$ cat config.mk
export PLATFORM = sky130hd
export DESIGN_NAME = delay_timer_arbiter
export DESIGN_NICKNAME = d
export VERILOG_FILES = /design/src/rtl/delay_timer_arbiter.sv
export SDC_FILE = /design/constraint.sdc
export NUM_CORES = 1
export LEC_CHECK = 0
export CAP_MARGIN = 0
export CORE_AREA = 3 3 94 104
export DETAILED_ROUTE_END_ITERATION = 10
export DIE_AREA = 0 0 97 107
export PLACE_DENSITY = 0.84
export SLEW_MARGIN = 20
export SYNTH_ARGS = -nofsm -noshare
export SYNTH_HDL_FRONTEND = slang
export SYNTH_SLANG_ARGS = --single-unit
$ cat constraint.sdc
create_clock -name mclk -period 3.71 [get_ports mclk]
set_input_delay 0.742 -clock mclk [delete_from_list [all_inputs] [get_ports mclk]]
set_output_delay 0.742 -clock mclk [all_outputs]
set_load 0.01 [all_outputs]
$ cat src/rtl/delay_timer_arbiter.sv
// Round-robin arbiter sharing one millisecond delay timer among NREQ clients.
// Each client queues one delay and receives a single done pulse when it expires.
module delay_timer_arbiter #(
  parameter int NREQ      = 4,
  parameter int MFREQ_KHZ = 1,
  localparam int CW = (NREQ > 1) ? $clog2(NREQ) : 1,
  localparam int PW = $clog2(MFREQ_KHZ) + 1
) (
  input  logic               mclk,
  input  logic               rst,
  input  logic [NREQ-1:0]    req,
  input  logic [16*NREQ-1:0] delay_ms,
  output logic [NREQ-1:0]    done,
  output logic               busy,
  output logic [CW-1:0]      grant_id
);

  typedef enum logic [1:0] {IDLE, RUN, DONE} state_t;

  localparam logic [PW-1:0] PMAX = PW'(MFREQ_KHZ - 1);
  localparam logic [CW-1:0] LAST = CW'(NREQ - 1);

  state_t          state;
  logic [NREQ-1:0] pending;
  logic [NREQ-1:0] cand;
  logic [15:0]     dly [NREQ];
  logic [15:0]     rem;
  logic [PW-1:0]   presc;
  logic [CW-1:0]   ptr;
  logic            found;
  logic [CW-1:0]   win;
  logic [15:0]     win_dly;
  int              idx;

  // Same-cycle requests join the search so an idle timer starts at once.
  always_comb begin
    cand  = pending | req;
    found = 1'b0;
    win   = '0;
    idx   = 0;
    for (int k = 0; k < NREQ; k++) begin
      idx = int'(ptr) + k;
      if (idx >= NREQ) idx = idx - NREQ;
      if (!found && cand[idx]) begin
        found = 1'b1;
        win   = CW'(idx);
      end
    end
    win_dly = pending[win] ? dly[win] : delay_ms[16*win +: 16];
  end

  always_comb begin
    done = '0;
    if (state == DONE) done[grant_id] = 1'b1;
  end

  assign busy = (state != IDLE);

  always_ff @(posedge mclk) begin
    if (rst) begin
      state    <= IDLE;
      pending  <= '0;
      rem      <= '0;
      presc    <= '0;
      ptr      <= '0;
      grant_id <= '0;
      for (int i = 0; i < NREQ; i++) dly[i] <= '0;
    end else begin
      for (int i = 0; i < NREQ; i++) begin
        if (req[i] && !pending[i]) begin
          pending[i] <= 1'b1;
          dly[i]     <= delay_ms[16*i +: 16];
        end
      end
      unique case (state)
        IDLE: begin
          if (found) begin
            pending[win] <= 1'b0;
            rem          <= win_dly;
            grant_id     <= win;
            presc        <= '0;
            state        <= (win_dly != 16'd0) ? RUN : DONE;
          end
        end
        RUN: begin
          if (presc == PMAX) begin
            presc <= '0;
            if (rem == 16'd1) state <= DONE;
            else rem <= rem - 16'd1;
          end else begin
            presc <= presc + PW'(1);
          end
        end
        DONE: begin
          ptr   <= (grant_id == LAST) ? '0 : grant_id + CW'(1);
          state <= IDLE;
        end
        default: state <= IDLE;
      endcase
    end
  end

endmodule

==> metrics.md <==
| Metric | Value |
|---|---|
| Run status | `completed` |
| Ranking of synthesized cells by area | `edfxtp_1, mux2i_1, dfxtp_1` |
| Root Buffer Master | `clkbuf_8` |
| Seq cells post-synth | `90` |
| CTS Sinks | `90` |
| Max clock buf depth | `2` |
| Avg Synthesized Cell Area | `10.1 um^2` |
| CP Data Required Time | `about 4.0 ns` |
| Maximum vdd ir drop | `between 0.0002 and 0.0003 V` |
| GR Layer Usage met3 | `0.0364` |
| Synth top area share | `0.373` |
| Cell Chain, Critical Path | `clkdlybuf4s50_1 > nor2_1 > nand3_1 > a31oi_4 > buf_4 > a21oi_1 > a32oi_1 > nand4_1 > nor4_2 > o22ai_1` |
| Wire length per cell | `19.2 um` |
| Post-DR vias/cell | `between 6 and 7` |
| Routed WL | `13.4 mm` |
| Iteration-0 DRC Markers | `454` |
| Synth unique cells | `49` |
| Top-Level Pins | `77` |
| Congestion Overflow GR | `0` |
| Slowest stage delay, CP | `about 0.51 ns` |
| NumNets Final | `655` |
| Area delta synth->final | `20.8%` |
| Number of remaining DRC errors | `0` |
| Gate count of the mapped netlist | `512` |
| Hold Buf Count CTS | `0` |
| Crit path kind | `primary input to flop` |
| Clock latency on the worst-skew pair | `about 0.37 ns` |
| Layout cell share with drive strength beyond 1 | `0.0599` |
| Die height | `about 110 um` |
| Via Count | `4294` |
| HPWL after DPL | `between 9 and 10 mm` |
| CTS tree | `built` |
| Fraction of registers with async set/reset | `0` |
| Fin crit share | `0.856` |
| Routability congestion estimate | `0.943` |
| Max stage delay cell, worst path | `clkdlybuf4s50_1` |
| Slew HR | `0.373` |
| DP Cell Count | `682` |
| Top Usage Layer GRT | `met2` |
| TNS Setup | `0 ns` |
| Max cap viols | `0` |
| Port bufs | `76` |
| DR pass1 iterations | `7` |
| Antenna diodes | `0` |
| Post-route minimum period | `approximately 3.2 ns` |
| Top_reg_cell synth | `edfxtp_1` |
| Aggregate global-route resource usage | `0.257` |
| Worst-path clk slew | `0.09 ns` |
| Postcts setup bufs | `0` |
| Fmax | `between 300 and 400 MHz` |
| H-tree levels | `3` |
| Mapped cell area | `5150 um^2` |
| Post-synth top cells | `and2_1, mux2i_1, edfxtp_1, nand2_1, nor2_1` |
| Min-delay worst type | `flop to flop` |
| GRT met2 Usage | `0.439` |
| First-pass GRT wire length | `approximately 21 mm` |
| Post-cts sizing count | `0` |
| P per Cell Area | `604 nW/um^2` |
| Register area share after synthesis | `0.474` |
| Core Box Area | `8870 um^2` |
| EDFF count, synth | `64` |
| Layout Cells excl Fill | `around 700` |
| CP arrival | `approximately 3.4 ns` |
| Full die area | `10400 um^2` |
| Slew Limit Fails | `0` |
| Final setup vio count | `0` |
| Crit. End Element | `flop` |
| Final hold violations | `0` |
| Synth warn | `0` |
| Site row count | `36` |
| RSZ-0062 raised after global routing | `false` |
| Largest net degree at the start of global routing | `36` |
| Vias in the first global route | `4130` |
| Antenna violations before repair | `0` |
| Count leader, synth | `and2_1` |
| CP startpoint kind | `primary input` |
| Met1 Use GR | `0.321` |
| Routed Antenna Nets | `0` |
| Skew final | `0.00804 ns` |
| Starting Density | `0.580` |
| P_leak | `2.37 nW` |
| Yosys top cell by area | `edfxtp_1` |
| TritonCTS buffer count | `9` |
| Die Span X | `just under 100 um` |
| Syn_nets | `588` |
| Worst slew pin tran | `roughly 0.94 ns` |
| Worst-path maximum fanout | `32` |
-- critical path: cells and delay by family --
kind | cells | cell delay (ns)
AND/OR/NAND/NOR | 4 | 1.07
buffers and inverters | 2 | 0.84
AO/OA/AOI/OAI | 4 | 0.75
-- sequential cells by signal, indices dropped and copies added (netlist names) --
register / cells
dly: 64
grant_id: 2
pending: 4
ptr: 2
rem: 16
state: 2
-- through the flow --
step	worst slack [ns]	util	hold slack [ns]	power [W]	area [um^2]
floorplan	1.07	-	0.455	0.00250	5150
global placement	0.347	0.676	0.464	0.00292	6000
detailed placement	0.224	0.676	0.483	0.00297	6000
CTS	0.607	0.701	0.498	0.00371	6220
global route	0.376	0.701	0.521	0.00396	6220
finish	0.536	0.701	0.509	0.00376	6220
-- power breakdown --
| part | total (W) | internal (W) | switching, W |
|---|---|---|---|
| logic | 0.00162 | 0.000642 | 0.000979 |
| clock network | 0.000751 | 0.000396 | 0.000355 |
| registers | 0.00139 | 0.00126 | 0.000124 |
-- kinds of logic (layout without fill, tap and decap cells) --
logic type,Yosys count,in the layout,share of synthesized area
simple gates,212,212,0.213
fa+ha+maj,6,6,0.0146
compound gates,98,98,0.130
buf+inv,39,111,0.0372
mux,67,67,0.130
flops,90,90,0.474
-- area by class of cell --
type / instances / area [um^2]
fillers: 674 / 2650
multi-input cells: 383 / 2510
flip-flops and latches: 90 / 2440
repair buffers: 88 / 876
well taps: 114 / 143
clock buffers: 11 / 141
clock inverters: 5 / 77.6
inverters: 7 / 26.3
-- cells in the final DEF, fill, tap and decap left out, drive strengths merged, types with 12 or more instances in the layout --
master and instances:
dfxtp 26, o21ai 22, and2 70, mux2i 67
a32oi 16, clkdlybuf4s50 76, edfxtp 64, nor2 35
nand2b 14, a21oi 28, nand2 60, buf 12
-- per-layer routing --
metal / up-vias / wire [um]
met5: - / 0
met4: 0 / 500
met3: 43 / 857
met2: 232 / 6630
met1: 2032 / 5420
li1: 1987 / -
-- worst paths after layout --
path | from | to | slack, ns | cells after the start
worst max-delay path | req[1] | state[0] | 0.54 | 10
worst min-delay path | rem[15] | rem[15] | 0.51 | 2
worst max register to register | pending[1] | state[0] | 0.89 | 10
worst min register to register | rem[15] | rem[15] | 0.51 | 2
Note: power is estimated with default switching activity, not from simulation.
